===== src/rtl/int_scheduler_if.sv =====
// Interrupt scheduler bus interface.
// Bundles the IRQ inputs, register access port, IACK handshake and CPU-facing outputs.
//   master : drives IRQ sources, register writes/selects and IACK (bus decoder / testbench)
//   slave  : the scheduler itself
interface int_scheduler_if;
  logic [5:0]  irq_in;
  logic        reg_wr_in;
  logic [1:0]  reg_sel_in;
  logic [15:0] reg_wdata_in;
  logic [15:0] reg_rdata;
  logic        iack_in;
  logic [2:0]  iack_level_in;
  logic [2:0]  int_level;
  logic        iack_valid;
  logic        timer_tick;

  modport master (
    output irq_in, reg_wr_in, reg_sel_in, reg_wdata_in, iack_in, iack_level_in,
    input  reg_rdata, int_level, iack_valid, timer_tick
  );

  modport slave (
    input  irq_in, reg_wr_in, reg_sel_in, reg_wdata_in, iack_in, iack_level_in,
    output reg_rdata, int_level, iack_valid, timer_tick
  );
endinterface


===== src/rtl/int_scheduler.sv =====
// 68000-style interrupt scheduler with an interval timer on level 1.
// Ports:
//   mclk_in  : clock, all state updates on its rising edge
//   reset_in : asynchronous reset, active-high
//   bus      : int_scheduler_if.slave
//              irq_in[5:0] -> levels 2..7, register port (MASK/RELOAD/CTRL/PENDING),
//              IACK strobe + level, registered int_level / iack_valid / timer_tick.
module int_scheduler #(
  parameter int unsigned TIMER_WIDTH = 16,
  parameter logic [5:0]  EDGE_MASK   = 6'b000011
) (
  input  logic           mclk_in,
  input  logic           reset_in,
  int_scheduler_if.slave bus
);

  // Level 1 (timer) always behaves as an edge/sticky source.
  localparam logic [7:1] EdgeLvl    = {EDGE_MASK, 1'b1};
  localparam logic [1:0] SelMask    = 2'd0;
  localparam logic [1:0] SelReload  = 2'd1;
  localparam logic [1:0] SelCtrl    = 2'd2;
  localparam logic [1:0] SelPending = 2'd3;

  logic [5:0]             irq_q, irq_prev_q;
  logic [7:1]             pending_q, pending_d, pend_set, pend_clr, level_src;
  logic [7:1]             mask_full, active;
  logic [6:1]             mask_q;
  logic [7:0]             pend_lvl, mask_lvl;
  logic [TIMER_WIDTH-1:0] reload_q, reload_d, count_q, count_d;
  logic                   en_q, en_d, expire, tick_q, grant, iack_valid_q;
  logic [2:0]             int_level_q, int_level_d;
  logic                   wr_mask, wr_reload, wr_ctrl, wr_pending;

  assign wr_mask    = bus.reg_wr_in && (bus.reg_sel_in == SelMask);
  assign wr_reload  = bus.reg_wr_in && (bus.reg_sel_in == SelReload);
  assign wr_ctrl    = bus.reg_wr_in && (bus.reg_sel_in == SelCtrl);
  assign wr_pending = bus.reg_wr_in && (bus.reg_sel_in == SelPending);

  // Level 7 is non-maskable.
  assign mask_full = {1'b1, mask_q};
  assign active    = pending_q & mask_full;

  // Slot 0 is hard-wired low so an IACK of level 0 can never grant.
  assign pend_lvl = {pending_q, 1'b0};
  assign mask_lvl = {mask_full, 1'b0};
  assign grant    = bus.iack_in && pend_lvl[bus.iack_level_in] && mask_lvl[bus.iack_level_in];

  // Interval timer. A RELOAD write or an enable rising edge (re)loads the counter and
  // takes priority over an expiry in the same cycle. RELOAD == 0 never expires.
  always_comb begin
    en_d     = wr_ctrl ? bus.reg_wdata_in[0] : en_q;
    reload_d = wr_reload ? TIMER_WIDTH'(bus.reg_wdata_in) : reload_q;
    expire   = 1'b0;
    count_d  = count_q;
    if (wr_reload || (en_d && !en_q)) begin
      count_d = reload_d;
    end else if (en_q) begin
      if (count_q != '0) begin
        count_d = count_q - TIMER_WIDTH'(1);
      end else if (reload_q != '0) begin
        expire  = 1'b1;
        count_d = reload_q;
      end
    end
  end

  // Pending: edge bits are sticky (set wins over clear), level bits follow the sample.
  always_comb begin
    pend_set  = {irq_q & ~irq_prev_q, expire};
    level_src = {irq_q, 1'b0};
    pend_clr  = '0;
    for (int i = 1; i <= 7; i++) begin
      pend_clr[i] = (wr_pending && bus.reg_wdata_in[i]) ||
                    (grant && (bus.iack_level_in == 3'(i)));
    end
    pending_d = (EdgeLvl & ((pending_q & ~pend_clr) | pend_set)) | (~EdgeLvl & level_src);
  end

  // Highest enabled pending level wins.
  always_comb begin
    int_level_d = 3'd0;
    for (int i = 1; i <= 7; i++) begin
      if (active[i]) begin
        int_level_d = 3'(i);
      end
    end
  end

  always_comb begin
    bus.reg_rdata = '0;
    case (bus.reg_sel_in)
      SelMask:    bus.reg_rdata = {8'b0, mask_full, 1'b0};
      SelReload:  bus.reg_rdata = 16'(reload_q);
      SelCtrl:    bus.reg_rdata = {15'b0, en_q};
      default:    bus.reg_rdata = {8'b0, pending_q, 1'b0};
    endcase
  end

  always_ff @(posedge mclk_in or posedge reset_in) begin
    if (reset_in) begin
      irq_q        <= '0;
      irq_prev_q   <= '0;
      pending_q    <= '0;
      mask_q       <= '0;
      reload_q     <= '0;
      en_q         <= 1'b0;
      count_q      <= '0;
      tick_q       <= 1'b0;
      int_level_q  <= 3'd0;
      iack_valid_q <= 1'b0;
    end else begin
      irq_q        <= bus.irq_in;
      irq_prev_q   <= irq_q;
      pending_q    <= pending_d;
      if (wr_mask) begin
        mask_q <= bus.reg_wdata_in[6:1];
      end
      reload_q     <= reload_d;
      en_q         <= en_d;
      count_q      <= count_d;
      tick_q       <= expire;
      int_level_q  <= int_level_d;
      iack_valid_q <= grant;
    end
  end

  assign bus.int_level  = int_level_q;
  assign bus.iack_valid = iack_valid_q;
  assign bus.timer_tick = tick_q;

endmodule


===== src/flat_wrapper.sv =====
// flat-port wrapper written by rule: the top's interface ports become plain ports
module int_scheduler_flat 
#(
  parameter int unsigned TIMER_WIDTH = 16,
  parameter logic [5:0]  EDGE_MASK   = 6'b000011
)
  (mclk_in, reset_in, bus_irq_in, bus_reg_wr_in, bus_reg_sel_in, bus_reg_wdata_in, bus_iack_in, bus_iack_level_in, bus_reg_rdata, bus_int_level, bus_iack_valid, bus_timer_tick);
  int_scheduler_if bus_i ();
  input  logic mclk_in;
  input  logic reset_in;
  input wire logic [$bits(bus_i.irq_in)-1:0] bus_irq_in;
  input wire logic [$bits(bus_i.reg_wr_in)-1:0] bus_reg_wr_in;
  input wire logic [$bits(bus_i.reg_sel_in)-1:0] bus_reg_sel_in;
  input wire logic [$bits(bus_i.reg_wdata_in)-1:0] bus_reg_wdata_in;
  input wire logic [$bits(bus_i.iack_in)-1:0] bus_iack_in;
  input wire logic [$bits(bus_i.iack_level_in)-1:0] bus_iack_level_in;
  output wire logic [$bits(bus_i.reg_rdata)-1:0] bus_reg_rdata;
  output wire logic [$bits(bus_i.int_level)-1:0] bus_int_level;
  output wire logic [$bits(bus_i.iack_valid)-1:0] bus_iack_valid;
  output wire logic [$bits(bus_i.timer_tick)-1:0] bus_timer_tick;
  assign bus_i.irq_in = bus_irq_in;
  assign bus_i.reg_wr_in = bus_reg_wr_in;
  assign bus_i.reg_sel_in = bus_reg_sel_in;
  assign bus_i.reg_wdata_in = bus_reg_wdata_in;
  assign bus_i.iack_in = bus_iack_in;
  assign bus_i.iack_level_in = bus_iack_level_in;
  assign bus_reg_rdata = bus_i.reg_rdata;
  assign bus_int_level = bus_i.int_level;
  assign bus_iack_valid = bus_i.iack_valid;
  assign bus_timer_tick = bus_i.timer_tick;
  int_scheduler #(.TIMER_WIDTH(TIMER_WIDTH), .EDGE_MASK(EDGE_MASK)) u_core (.mclk_in(mclk_in), .reset_in(reset_in), .bus(bus_i));
endmodule

===== config.mk =====
export PLATFORM = sky130hd
export DESIGN_NAME = int_scheduler_flat
export DESIGN_NICKNAME = d
export VERILOG_FILES = /design/src/rtl/int_scheduler_if.sv /design/src/rtl/int_scheduler.sv /design/src/flat_wrapper.sv
export SDC_FILE = /design/constraint.sdc
export NUM_CORES = 1
export LEC_CHECK = 0
export BUFFER_PORTS_ARGS = -buffer_cell sky130_fd_sc_hd__buf_2
export CORE_MARGIN = 1.5
export CORE_UTILIZATION = 60
export DETAILED_ROUTE_END_ITERATION = 8
export PLACE_DENSITY = 0.81
export SETUP_SLACK_MARGIN = 0.15
export SLEW_MARGIN = 20
export SYNTH_ARGS = -nofsm -noshare
export SYNTH_HDL_FRONTEND = slang
export SYNTH_SLANG_ARGS = --single-unit

===== constraint.sdc =====
create_clock -name mclk_in -period 5.8 [get_ports mclk_in]
set_input_delay 0.29 -clock mclk_in [delete_from_list [all_inputs] [get_ports mclk_in]]
set_output_delay 0.29 -clock mclk_in [all_outputs]
set_load 0.01 [all_outputs]

# Yosys cells after proc, flatten, opt, wreduce, memory -nomap -nowiden
# Cells that the tools add are included.
# Widths: inputs -> output; s select.
[classes]
add_sub_neg = 1
n_lt_le_gt_ge = 1
n_eq_ne = 6
muxes = 22
bitwise = 7
reduce_logical = 24
[op_table]
columns = ["op", "count"]
rows = [
  ["$mux 16", 5],
  ["$pmux 16 s3", 1],
  ["$reduce_bool 16->1", 2],
  ["$sub 16x1->16 const B", 1],
  ["$logic_and 1x1->1", 13],
  ["$mux 3", 4],
  ["$mux 1", 8],
  ["$and 7x7->7", 1],
  ["$or 3x7->7", 1],
  ["$bmux 1 s3", 2],
  ["$eq 3x2->1 const B", 2],
  ["$eq 2x2->1 const B", 2],
  ["$logic_or 1x1->1", 4],
  ["$lt 3x4->1 const B", 1],
  ["$mux 2", 2],
  ["$and 3x3->3", 1],
  ["$eq 3x1->1 const B", 1],
  ["$not 3->3", 1],
  ["$or 3x3->3", 1],
  ["$reduce_bool 3->1", 1],
  ["$and 2x2->2", 1],
  ["$eq 2x1->1 const B", 1],
  ["$logic_not 2->1", 1],
  ["$not 2->2", 1],
  ["3 further kinds", 3],
]
[word_totals]
register_bits = 59
in_bits = 31
wordCells = 71

# Depth between registers and ports, before layout
# Gate-level depths: netlist of run 1.
[depth]
word_depth = 10
ltp_mapped = 9
mapped_depth_nobuf = 7

# Least setup slack after synthesis of run 1
# OpenSTA, ideal clock, no wires.
[synth_path]
path_kind = "register -> register"
startpoint = "reg u_core.count_q[10]"
endpoint = "reg u_core.count_q[4]"
arrival_time_ps = 2288
path_slack_ps = 3386
path_stages_with_launch = 7
path_buffers = 1
path_cell_list = "dfrtp_1 > or4_4 > or4_4 > buf_6 > a211oi_4 > nor4_1 > a221o_1"
[synth_between]
elab_chain_len = 4
word_cells_on_any_way = 6
cone_classes = "mux (3); reduce/logical (3)"
[synth_lines]
columns = ["item", "line", "source"]
rows = [
  ["start, declared", "int_scheduler.sv:29", "logic [TIMER_WIDTH-1:0] reload_q, reload_d, count_q, count_d;"],
  ["start signal, assigned", "int_scheduler.sv:120", "count_q <= count_d;"],
  ["$reduce_bool 16->1 (*)", "int_scheduler.sv:58", "if (count_q != '0) begin"],
  ["$mux 16", "int_scheduler.sv:58", ""],
  ["$mux 16", "int_scheduler.sv:57", "end else if (en_q) begin"],
  ["$mux 16", "int_scheduler.sv:55", "if (wr_reload || (en_d && !en_q)) begin"],
]
# Every way passes the cells marked *; elsewhere a longest branch is shown, timed or not. The select of a mux whose other input is x is not followed.
# A chain may end at the register's enable or synchronous reset.

# Worst setup path in the final report of run 1
[layout_path]
startpoint = "reg u_core.count_q[0]"
endpoint = "reg u_core.count_q[4]"
[layout_between]
elab_chain_len = 4
word_cells_on_any_way = 7
cone_classes = "add/sub (1); mux (3); reduce/logical (3)"
[layout_lines]
columns = ["item", "line"]
rows = [
  ["$sub 16x1->16 / $reduce_bool 16->1 (equally long branches)", "int_scheduler.sv:59, int_scheduler.sv:58"],
  ["$mux 16", "int_scheduler.sv:58"],
  ["$mux 16", "int_scheduler.sv:57"],
  ["$mux 16", "int_scheduler.sv:55"],
]
# Several ways; a longest one is shown, not always the timed one. The select of a mux whose other input is x is not followed.

==> results by group, run 1 <==
Worst setup path
  – Crit path required time: about 6 ns
  – R2R Path Start: u_core.count_q[0]$_DFFE_PP0P_
  – Worst R2R Setup Slack: 2.62 ns
  – Kind of critical path: reg2reg
  – Crit path DAT: around 3.4 ns
  – Startpoint types: flop
  – Setup crit end kind: flop
  – R2r worst-path depth: 7
  – FF-to-FF End: u_core.count_q[4]$_DFFE_PP0P_
  – Max FO, Critical Path: 23

Cells and area
  – Share of layout cells above drive strength 1: a little under a third
  – FF/Latch Area: around 1500 um^2
  – Synthesis-to-layout area growth: 14.3%
  – Filler cells: between 400 and 500
  – Ant diodes: 0
  – Post-route cell area: roughly 3600 um^2
  – Multi-input logic area: around 1600 um^2
  – NumNets Final: ~380
  – Layout Cells excl Fill: around 420

Route
  – DRC Markers: 0
  – DR iter-0 viols: 186
  – Antenna viol nets, final: 0
  – Avg WL per Cell: between 15 and 20 um
  – Routed WL: between 7000 and 8000 um
  – TritonRoute pass-1 iters: 4
  – Vias: about 2600
  – Via density: a little over 6

Clock tree
  – H-tree depth: 3
  – Worst-path clk slew: 0.08 ns
  – CTS tree: yes
  – Clock Sinks: roughly 60
  – Clock Tree Root: clkbuf_8
  – CTS buffer count: 9
  – Cts hold-fix bufs: 0
  – Post-CTS sizing: 0
  – Worst-Skew Late Latency: 0.35 ns
  – Post-CTS Setup Inserts: 0
  – Clk buf depth: 2

Placement
  – Placed cell area: ~3500 um^2
  – HPWL Detailed: between 5000 and 6000 um
  – Placed Cells: between 400 and 500
  – Pre-CTS setup slack: roughly 2.7 ns
  – Port Buffer Count: ~50
  – GP Congestion: ~0.93

Synth
  – Synthesized area: around 3200 um^2
  – Post-synth top area cell: dfrtp_1
  – Share of synthesized cell area in and, or, nand and nor gates: between 10% and 20%
  – Sequential share of the synthesized area: between 40% and 50%
  – Synth top area cells: dfrtp_1 (46%), mux2_2 (11%), nand2_1 (2.6%), mux2i_1 (2.5%), a22o_1 (2.2%)
  – Post-synthesis compound-gate area fraction: 15.8%
  – Post-Synth XOR/XNOR Area: under 10%
  – Synth top area share: about 46%
  – Syn Nets: 335
  – Avg Inst Size Synth: 10.5 um^2
  – Ys Warns: 0
  – Post-synth EDFFs: 0
  – Synth unique cells: 56
  – Post-synthesis adder-cell area fraction: 0.786%
  – Top_reg_cell synth: dfrtp_1
  – Combinational family with the most area after synthesis: simple AND/OR/NAND/NOR gates
  – Yosys reg bits: 59
  – Mux contribution to synthesized area: around 13%
  – Async SR Flop Fraction: 100%
  – Syn Inst Count: around 300

Die
  – DIE WIDTH: 75.9 um
  – # rows: 26
  – Io pins: 52
  – Starting density of the core: 62.3%
  – Core area: around 5100 um^2
  – Die ar.: ~5800 um^2
  – DIE HEIGHT: ~76 um

Timing
  – Final hold vios: 0
  – Layout Skew: 0.00966 ns
  – Max-slew headroom: around 34%
  – Slew Viols, Final: 0
  – Share of the clock period used by the worst path: between 50% and 60%
  – Worst setup margin: between 2 and 3 ns
  – Minimum clock period: 3.18 ns
  – Least-Margin Pin Slew: around 0.99 ns
  – Fmax: approximately 0.31 GHz
  – Setup Viol. Count Final: 0
  – Setup tns final: 0 ns
  – Final hold slack: 0.0445 ns
  – RSZ-0062 raised after global routing: false

Status
  – Status: completed

Global routing
  – Initial antenna violation count: 0
  – Largest net degree at the start of global routing: 60
  – Met2 Use GR: about two fifths
  – Number of global-route vias before repair: ~2400
  – First-pass GRT wire length: around 12000 um
  – GR peak layer: met1
  – Grt ovf: 0
  – Global Route Usage Sum: roughly 29%
  – Met3 GRT Util: under 10%
  – Met1 Use GR: 43.8%

Worst hold path
  – Hold path cells: 1
  – Min-Delay Startpoint: bus_irq_in[2]
  – Hold WC Path Type: in2reg
  – Worst Hold End: u_core.irq_q[2]$_DFF_PP0_

Power
  – Power per Cell Area: about 380 nW/um^2
  – Leak pwr: 1.62 nW
  – Worst IR Drop VDD: about 0.00033 V

Job
  – MaxCap Viol Count: 0
[cells in the final DEF (no fill, tap or decap), types with 3 or more instances in the layout]
cell type,synthesis,routed
buf_2,2,51
xnor2_1,3,3
mux2_2,31,31
nand2_1,22,22
mux2i_1,8,8
o21ai_1,7,7
or4_1,3,3
nor3_1,6,6
nand4_1,3,3
a22o_1,8,8
and2_1,11,11
clkbuf_8,0,10
xor2_1,3,3
o211ai_1,4,4
nor4b_1,3,3
and3_1,4,4
inv_1,8,7
nor4_1,9,8
a221o_1,4,4
a21oi_1,4,4
or3_1,4,4
o21ai_0,14,14
dfrtp_1,59,59
nor2_1,10,10
nor2b_1,4,4
nand3_1,9,9
nand2b_1,3,3
o31ai_1,5,5
a22oi_1,7,7
[flip-flops by register name (all words and copies together) (netlist names), 2 cells and up]
signal,cells
u_core.count_q,16
u_core.bus.int_level,3
u_core.irq_prev_q,2
u_core.mask_q,6
u_core.pending_q,7
u_core.reload_q,16
u_core.irq_q,6
[final cells by class]
cell class | count | area share (%)
Tap cell | 70 | 2.41
Multi-Input combinational cell | 218 | 43.7
Timing Repair Buffer | 53 | 7.42
Inverter | 8 | 0.825
Clock buffer | 10 | 3.78
Clock inverter | 6 | 1.31
Sequential cell | 59 | 40.5
[cell families (layout without fill, tap and decap cells)]
kind of cell / count (synthesis) / count (layout)
AO/OA/AOI/OAI: 69 / 69
flip-flops: 59 / 59
buffers and inverters: 25 / 77
multiplexers: 39 / 39
XOR/XNOR: 6 / 6
AND/OR/NAND/NOR: 102 / 102
adder cells (fa/ha/maj): 2 / 2
[per-stage QoR]
stage | power (W) | util [%]
after global routing | 0.00149 | 71.3
after CTS | 0.00140 | 71.3
after detailed placement | 0.00105 | 67.7
after global placement | 0.00104 | 67.5
final | 0.00140 | 71.3
after floorplan | 0.000929 | -
[routing by layer]
| layer | vias up | wire (um) | part of all wire [%] |
|---|---|---|---|
| met5 | - | 0 | 0 |
| li1 | 1218 | - | - |
| met2 | 79 | 3360 | 45 |
| met3 | 10 | 431 | 5.8 |
| met1 | 1277 | 3540 | 48 |
| met4 | 0 | 96 | 1.3 |
[worst max-delay path, cell delays in order (launching register included)]
cell	delay, ns
dfrtp_1	0.41
inv_1	0.09
ha_1	0.17
or4b_1	0.49
or4_4	0.58
a211oi_4	0.88
nor4_1	0.13
a221o_1	0.30
[cells in the mapped netlist (all sizes together), types with 2 or more instances]
cell,instances
a21boi,2
mux2i,8
nor4,9
dfrtp,59
xnor2,3
nor2,10
nand2,22
a221o,4
a22oi,7
inv,8
or3,4
nand4,3
o22ai,2
o211ai,4
clkbuf,10
a211oi,2
a21oi,4
mux2,31
nand3,9
o21ai,21
nor3,6
buf,7
or4,5
nand2b,3
ha,2
o31ai,5
xor2,3
nor3b,2
a31oi,2
nor2b,4
and3,4
nor4b,3
a22o,8
or2,2
and2,12
[worst max-delay path by stage]
stage / startpoint / end / slack (ns) / cells past startpoint
2_1_floorplan: u_core.count_q[10]$_DFFE_PP0P_ / u_core.count_q[4]$_DFFE_PP0P_ / 3.39 / 6
3_3_place_gp: u_core.count_q[10]$_DFFE_PP0P_ / u_core.count_q[4]$_DFFE_PP0P_ / 2.72 / 5
3_5_place_dp: u_core.count_q[0]$_DFFE_PP0P_ / u_core.count_q[4]$_DFFE_PP0P_ / 2.66 / 7
4_1_cts: u_core.count_q[0]$_DFFE_PP0P_ / u_core.count_q[4]$_DFFE_PP0P_ / 2.64 / 7
5_1_grt: u_core.count_q[0]$_DFFE_PP0P_ / u_core.count_q[4]$_DFFE_PP0P_ / 2.44 / 7
6_report: u_core.count_q[0]$_DFFE_PP0P_ / u_core.count_q[4]$_DFFE_PP0P_ / 2.62 / 7
[power breakdown]
part | switching [W] | internal [W]
clock network | 0.000181 | 0.000170
logic | 0.000229 | 0.000209
registers | 0.000112 | 0.000500
total | 0.000521 | 0.000879
Power figures use the tool's default switching activity.
==> inputs of run 2 (changes only) <==
--- a/config.mk
+++ b/config.mk
@@ -5,11 +5,12 @@
 export SDC_FILE = /design/constraint.sdc
 export NUM_CORES = 1
 export LEC_CHECK = 0
+export ABC_AREA = 1
 export BUFFER_PORTS_ARGS = -buffer_cell sky130_fd_sc_hd__buf_2
 export CORE_MARGIN = 1.5
-export CORE_UTILIZATION = 60
+export CORE_UTILIZATION = 52
 export DETAILED_ROUTE_END_ITERATION = 8
-export PLACE_DENSITY = 0.81
+export PLACE_DENSITY = 0.74
 export SETUP_SLACK_MARGIN = 0.15
 export SLEW_MARGIN = 20
 export SYNTH_ARGS = -nofsm -noshare
==> constraint.sdc (replaced) <==
create_clock -name mclk_in -period 2.8 [get_ports mclk_in]
set_input_delay 0.14 -clock mclk_in [delete_from_list [all_inputs] [get_ports mclk_in]]
set_output_delay 0.14 -clock mclk_in [all_outputs]
set_load 0.01 [all_outputs]
==> run 2 against run 1 <==
- critical endpoint unchanged
- register-to-register slack worse by 1.9 ns
- critical path depth up 5
- combinational power rose to 2.9 times the previous value
- clock skew rose by 0.0041 ns
- critical path type unchanged
- count of clock-buffer cells in the layout shrank 1
- largest power group unchanged
- die area rose by 28%
==> results by group, run 2 <==
Synth
  – Async SR Flop Fraction: 100% (unchanged)
  – Syn Nets: 526 (+57%)
  – Top_reg_cell synth: dfrtp_1
  – Post-synth EDFFs: 0 (unchanged)
  – Ys Warns: 0 (unchanged)
  – Synth unique cells: 35 (-38%)
  – Avg Inst Size Synth: 7.23 um^2 (-31%)
  – Syn Inst Count: 493 (+63%)
  – Most instantiated library cell after synthesis: nand2_1
  – Yosys reg bits: 59 (unchanged)
  – Synthesized area: 3570 um^2 (+12%)
  – Post-synth top area cell: dfrtp_1
  – Synth top area share: 41.4% (-5.0 points)
  – Top cells by count, synth: nand2_1 (156), inv_1 (62), nand3_1 (61)
  – Synth top area cells: dfrtp_1 (41%), nand2_1 (16%), nand3_1 (8.6%), inv_1 (6.5%), nor2_1 (5.4%)
  – Sequential share of the synthesized area: 41.4% (-5.0 points)

Cells and area
  – Synthesis-to-layout area growth: 16.4%
  – Ant diodes: 0 (unchanged)
  – FF/Latch Area: 1480 um^2 (unchanged)
  – Final core occ: 63.9% (-7.4 points)
  – Filler cells: 575 (+32%)
  – Most common cell after layout, fill and taps aside: nand2_1
  – Largest regs: u_core.count_q: 16 flops, u_core.reload_q: 16 flops, u_core.pending_q: 7 flops
  – Share of layout cells above drive strength 1: 17.9% (-13 points)
  – Most frequent cells in the layout: nand2_1 (156), inv_1 (61), nand3_1 (61)
  – Post-route cell area: 4150 um^2 (+14%)
  – Multi-input logic area: 1760 um^2 (+11%)
  – NumNets Final: 588 (+54%)

Die
  – Io pins: 52 (unchanged)
  – # rows: 29 (+12%)
  – Die ar.: 7360 um^2 (+28%)
  – DIE HEIGHT: 85.8 um (+13%)
  – Core area: 6490 um^2 (+27%)
  – DIE WIDTH: 85.8 um (+13%)
  – Starting density of the core: 54.9% (-7.4 points)

Timing
  – Share of the clock period used by the worst path: 74.2% (+19 points)
  – Setup tns final: 0 ns (unchanged)
  – Final hold slack: 0.0485 ns (+0.00400 ns)
  – Setup Viol. Count Final: 0 (unchanged)
  – Minimum clock period: 2.08 ns (-1.10 ns)
  – Least-Margin Pin Slew: 0.684 ns (-0.310 ns)
  – RSZ-0062 raised after global routing: false
  – Slew Viols, Final: 0 (unchanged)
  – Max-slew headroom: 54.3% (+21 points)
  – Final hold vios: 0 (unchanged)
  – Fmax: 0.482 GHz (+53%)
  – Layout Skew: 0.0137 ns (+0.00406 ns)

Route
  – Antenna viol nets, final: 0 (unchanged)
  – Vias: 3458 (+34%)
  – DR iter-0 viols: 238 (+28%)
  – Avg WL per Cell: 14.5 um (-17%)
  – TritonRoute pass-1 iters: 5 (+1)
  – Routed WL: 9250 um (+25%)
  – DRC Markers: 0 (unchanged)
  – Via density: 5.43 (-11%)

Status
  – Status: completed

Placement
  – HPWL Detailed: 6930 um (+31%)
  – GP Congestion: 0.918 (-1.3%)
  – Placed cell area: 3860 um^2 (+12%)
  – Port Buffer Count: 51 (unchanged)

Global routing
  – Number of global-route vias before repair: 3293 (+38%)
  – Initial antenna violation count: 0 (unchanged)
  – Grt ovf: 0 (unchanged)
  – Largest net degree at the start of global routing: 33 (-45%)
  – First-pass GRT wire length: 15300 um (+27%)
  – Global Route Usage Sum: 26.8% (-2.2 points)

Worst hold path
  – Worst Hold End: u_core.reload_q[7]$_DFF_PP0_
  – Hold path cells: 3 (+2)
  – Min-Delay Startpoint: bus_reg_wdata_in[7]
  – Hold WC Path Type: in2reg

Clock tree
  – Worst-path clk slew: 0.07 ns (about the same)
  – CTS buffer count: 9 (unchanged)
  – Clock Tree Root: clkbuf_8
  – Worst-Skew Late Latency: 0.34 ns (about the same)
  – CTS tree: yes
  – H-tree depth: 3 (unchanged)
  – Post-CTS Setup Inserts: 0 (unchanged)
  – Clock Sinks: 59 (unchanged)
  – Clk buf depth: 2 (unchanged)

Power
  – Leak pwr: 2.23 nW (+38%)
  – Power per Cell Area: 823 nW/um^2 (+110%)
  – Tot Pwr: 0.00342 W (+140%)
  – Worst IR Drop VDD: 0.000372 V (+14%)

Worst setup path
  – R2r worst-path depth: 12 (+5)
  – R2R Path Start: u_core.count_q[0]$_DFFE_PP0P_
  – FF-to-FF End: u_core.count_q[4]$_DFFE_PP0P_
  – Kind of critical path: reg2reg
  – Setup crit end kind: flop
  – Crit path DAT: 2.35 ns (-1.05 ns)
  – Crit path required time: 3.07 ns (-2.96 ns)
  – Startpoint types: flop
  – Worst R2R Setup Slack: 0.72 ns (-1.90 ns)
  – Max FO, Critical Path: 17 (-26%)

Job
  – MaxCap Viol Count: 0 (unchanged)
-- run 2: per-stage QoR --
stage	cells	worst slack, ns
2_1_floorplan	493	1.08
3_3_place_gp	614	0.845
3_5_place_dp	614	0.769
4_1_cts	637	0.739
5_1_grt	637	0.505
6_report	637	0.724
-- run 2: report_power, final --
group          switching, W  total (W)  internal (W)
clock network      0.000367   0.000873      0.000507
registers          0.000236    0.00127       0.00104
logic              0.000833    0.00127      0.000441
-- run 2: layout make-up --
cell class	count	share of cell area [%]
well taps	77	2.32
multi-input cells	358	42.4
clock buffers	9	2.98
repair buffers	60	8.20
inverters	67	6.18
flip-flops and latches	59	35.6
clock inverters	7	2.38
-- run 2: kinds of logic after synthesis --
group	Yosys count	synth area share, %
AND/OR/NAND/NOR	307	40.6
AO/OA/AOI/OAI	48	7.75
flip-flops	59	41.4
buffers and inverters	76	9.26
XOR/XNOR	1	0.246
adder cells (fa/ha/maj)	2	0.702
-- run 2: routing by layer --
layer  track usage, %  part of all wire, %
met1             36.0                   45
met2             42.4                   46
met3             4.52                  5.8
met4             12.9                  3.0
met5                0                    0
-- run 2: worst max-delay path by stage --
stage          cells after the start                              to                          start
2_1_floorplan                     12  u_core.count_q[12]$_DFFE_PP0P_  u_core.count_q[0]$_DFFE_PP0P_
3_3_place_gp                      12   u_core.count_q[0]$_DFFE_PP0P_  u_core.count_q[0]$_DFFE_PP0P_
3_5_place_dp                      12   u_core.count_q[1]$_DFFE_PP0P_  u_core.count_q[0]$_DFFE_PP0P_
4_1_cts                           12   u_core.count_q[4]$_DFFE_PP0P_  u_core.count_q[0]$_DFFE_PP0P_
5_1_grt                           12   u_core.count_q[2]$_DFFE_PP0P_  u_core.count_q[0]$_DFFE_PP0P_
6_report                          12   u_core.count_q[4]$_DFFE_PP0P_  u_core.count_q[0]$_DFFE_PP0P_
-- run 2: repair_timing --
item	CTS	global route
gates resized for setup	0	0
hold buffers	7	0
hold endpoints to repair	36	0
setup endpoints to repair	0	0
-- run 2: worst max-delay path, cell delays in order, from the launching register on --
cell and delay, ns:
dfrtp_1 0.38, inv_1 0.13, ha_1 0.19, inv_1 0.05
nor2_1 0.10, nand2_1 0.13, nor2_8 0.20, nand2_4 0.16
nand2_8 0.13, nand3_4 0.22, inv_2 0.18, nand2_1 0.06
nand2_1 0.07
==> inputs of run 3 (changes only) <==
==> constraint.sdc (replaced) <==
create_clock -name mclk_in -period 1.7 [get_ports mclk_in]
set_input_delay 0.085 -clock mclk_in [delete_from_list [all_inputs] [get_ports mclk_in]]
set_output_delay 0.085 -clock mclk_in [all_outputs]
set_load 0.01 [all_outputs]
==> run 3 against run 2 <==
- final area up 9.6%
- critical path type unchanged
- highest routed layer unchanged
- register-to-register slack worse by 0.69 ns
- via count increased by 6.7%
- hold slack got worse by 0.037 ns
==> results by group, run 3 (synthesized netlist as in run 2, its figures left out) <==
Status
  – Status: completed

Timing
  – Share of the clock period used by the worst path: 98.1% (+24 points)
  – Worst setup margin: 0.0325 ns (-0.691 ns)
  – RSZ-0062 raised after global routing: true
  – Minimum clock period: 1.67 ns (-0.409 ns)
  – Final hold vios: 0 (unchanged)
  – Slew Viols, Final: 0 (unchanged)
  – Max-slew headroom: 75.1% (+21 points)
  – Least-Margin Pin Slew: 0.372 ns (-0.312 ns)
  – Setup tns final: 0 ns (unchanged)
  – Fmax: 0.600 GHz (+25%)
  – Setup Viol. Count Final: 0 (unchanged)
  – Layout Skew: 0.00790 ns (-0.00582 ns)

Die
  – # rows: 29 (unchanged)
  – DIE WIDTH: 85.8 um (unchanged)
  – Io pins: 52 (unchanged)
  – Starting density of the core: 54.9% (unchanged)
  – DIE HEIGHT: 85.8 um (unchanged)
  – Die ar.: 7360 um^2 (unchanged)
  – Core area: 6490 um^2 (unchanged)

Placement
  – HPWL Detailed: 7240 um (+4.4%)
  – Placed cell area: 4050 um^2 (+5.1%)
  – GP Congestion: 0.931 (+1.5%)
  – Port Buffer Count: 51 (unchanged)
  – Pre-CTS setup slack: -0.0821 ns (-0.851 ns)

Cells and area
  – Largest regs: u_core.count_q: 16 flops, u_core.reload_q: 16 flops, u_core.pending_q: 7 flops
  – NumNets Final: 620 (+5.4%)
  – Synthesis-to-layout area growth: 27.6%
  – Ant diodes: 0 (unchanged)
  – Most common cell after layout, fill and taps aside: nand2_1
  – Share of layout cells above drive strength 1: 26.0% (+8.2 points)
  – Final core occ: 70.0% (+6.1 points)
  – Most frequent cells in the layout: nand2_1 (149), dfrtp_1 (59), inv_1 (56), nand3_1 (56), buf_2 (51)
  – Post-route cell area: 4550 um^2 (+9.6%)

Worst setup path
  – Max FO, Critical Path: 8 (-9)
  – Setup crit end kind: flop
  – Worst R2R Setup Slack: 0.03 ns (-0.69 ns)
  – Crit path required time: 1.92 ns (-1.15 ns)
  – R2R Path Start: u_core.count_q[0]$_DFFE_PP0P_
  – Crit-path max cell delay: 0.40 ns (+0.02 ns)
  – Kind of critical path: reg2reg
  – Highest-delay cell along the critical path: dfrtp_1
  – Cells along the critical path: inv_2 -> ha_4 -> inv_2 -> nor2_4 -> nand2_4 -> nor2_8 -> nand2_8 -> nand2_8 -> nand3_4 -> nand3_2 -> nand3_2
  – R2r worst-path depth: 11 (-1)
  – Worst Setup SP: u_core.count_q[0]$_DFFE_PP0P_
  – Crit path DAT: 1.89 ns (-0.46 ns)
  – Startpoint types: flop

Route
  – Via density: 5.51 (+1.6%)
  – DRC Markers: 0 (unchanged)
  – DR iter-0 viols: 266 (+12%)
  – Routed WL: 10200 um (+9.8%)
  – Antenna viol nets, final: 0 (unchanged)
  – TritonRoute pass-1 iters: 5 (unchanged)
  – Vias: 3689 (+6.7%)
  – Avg WL per Cell: 15.2 um (+4.6%)

Power
  – Worst IR Drop VDD: 0.000702 V (+89%)
  – Power per Cell Area: 1370 nW/um^2 (+66%)
  – Leak pwr: 2.39 nW (+7.4%)
  – Tot Pwr: 0.00622 W (+82%)

Job
  – MaxCap Viol Count: 0 (unchanged)

Clock tree
  – CTS buffer count: 9 (unchanged)
  – Clock Sinks: 59 (unchanged)
  – Worst-Skew Late Latency: 0.34 ns (about the same)
  – H-tree depth: 3 (unchanged)
  – CTS tree: yes
  – Worst-path clk slew: 0.07 ns (about the same)
  – Clk buf depth: 2 (unchanged)
  – Clock Tree Root: clkbuf_8

Global routing
  – Number of global-route vias before repair: 3488 (+5.9%)
  – Global Route Usage Sum: 28.7% (+1.9 points)
  – Initial antenna violation count: 0 (unchanged)
  – First-pass GRT wire length: 16300 um (+6.6%)
  – Largest net degree at the start of global routing: 60 (+82%)
  – Grt ovf: 0 (unchanged)

Worst hold path
  – Hold WC Path Type: in2reg
  – Hold path cells: 3 (unchanged)
  – Min-Delay Startpoint: bus_reg_wdata_in[13]
-- run 3: changes by cell type in the layout (fill, tap and decap cells not counted), sizes merged --
cell         delta
dlygate4sd3     +2
bufinv          -1
buf            +28
clkbuf          +2
clkinvlp        +2
clkinv          -1
inv             -2
nand3           +2
-- run 3: timing repair --
item | in CTS | in global routing
pin swaps | 13 | 8
resized for setup | 15 | 20
endpoints found under the hold margin | 67 | 0
buffers inserted | 3 | 2
cloned | 3 | 0
hold buffers | 9 | 0
endpoints found under the setup margin | 18 | 18
-- run 3: metal layers --
layer  vias up  part of all wire [%]  track usage, %  wire (um)
met5         -                     0               0          0
met4         0                   2.6            10.1        267
met3        31                   7.4            6.35        748
met2       171                    47            46.9       4780
met1      1713                    43            37.8       4370
li1       1774                     -               -          -
-- run 3: cell type report --
class,instances,area (um^2)
Tap cell,77,96.3
Clock inverter,5,61.3
Sequential cell,59,1480
Clock buffer,11,151
Timing Repair Buffer,90,598
Multi-Input combinational cell,360,1900
Inverter,67,262
Fill cell,522,1950
-- run 3: power by group --
| group | internal [W] | leakage [nW] | switching (W) |
|---|---|---|---|
| combinational | 0.00111 | 1.58 | 0.00174 |
| clock | 0.000758 | 0.0978 | 0.000590 |
| sequential | 0.00171 | 0.720 | 0.000323 |
-- run 3: through the flow --
step / hold slack (ns) / instances
after floorplan: 0.116 / 493
after global placement: 0.161 / 636
after detailed placement: 0.167 / 636
after CTS: 0.00166 / 667
after global routing: 0.0108 / 669
final: 0.0113 / 669
-- run 3: worst paths after layout --
| check | end |
|---|---|
| setup / recovery | u_core.count_q[11]$_DFFE_PP0P_ |
| hold reg to reg | u_core.pending_q[4]$_DFF_PP0_ |
| setup reg to reg | u_core.count_q[11]$_DFFE_PP0P_ |
| min in group asynchronous | u_core.count_q[2]$_DFFE_PP0P_ |
| max in group asynchronous | u_core.pending_q[7]$_DFF_PP0_ |
| hold / removal | u_core.reload_q[13]$_DFF_PP0_ |
-- run 3: critical path: cells and delay by family, from the launching register on --
kind	cells	cell delay [ns]
simple gates	8	0.86
buf+inv	2	0.14
fa+ha+maj	1	0.14
flops	1	0.40
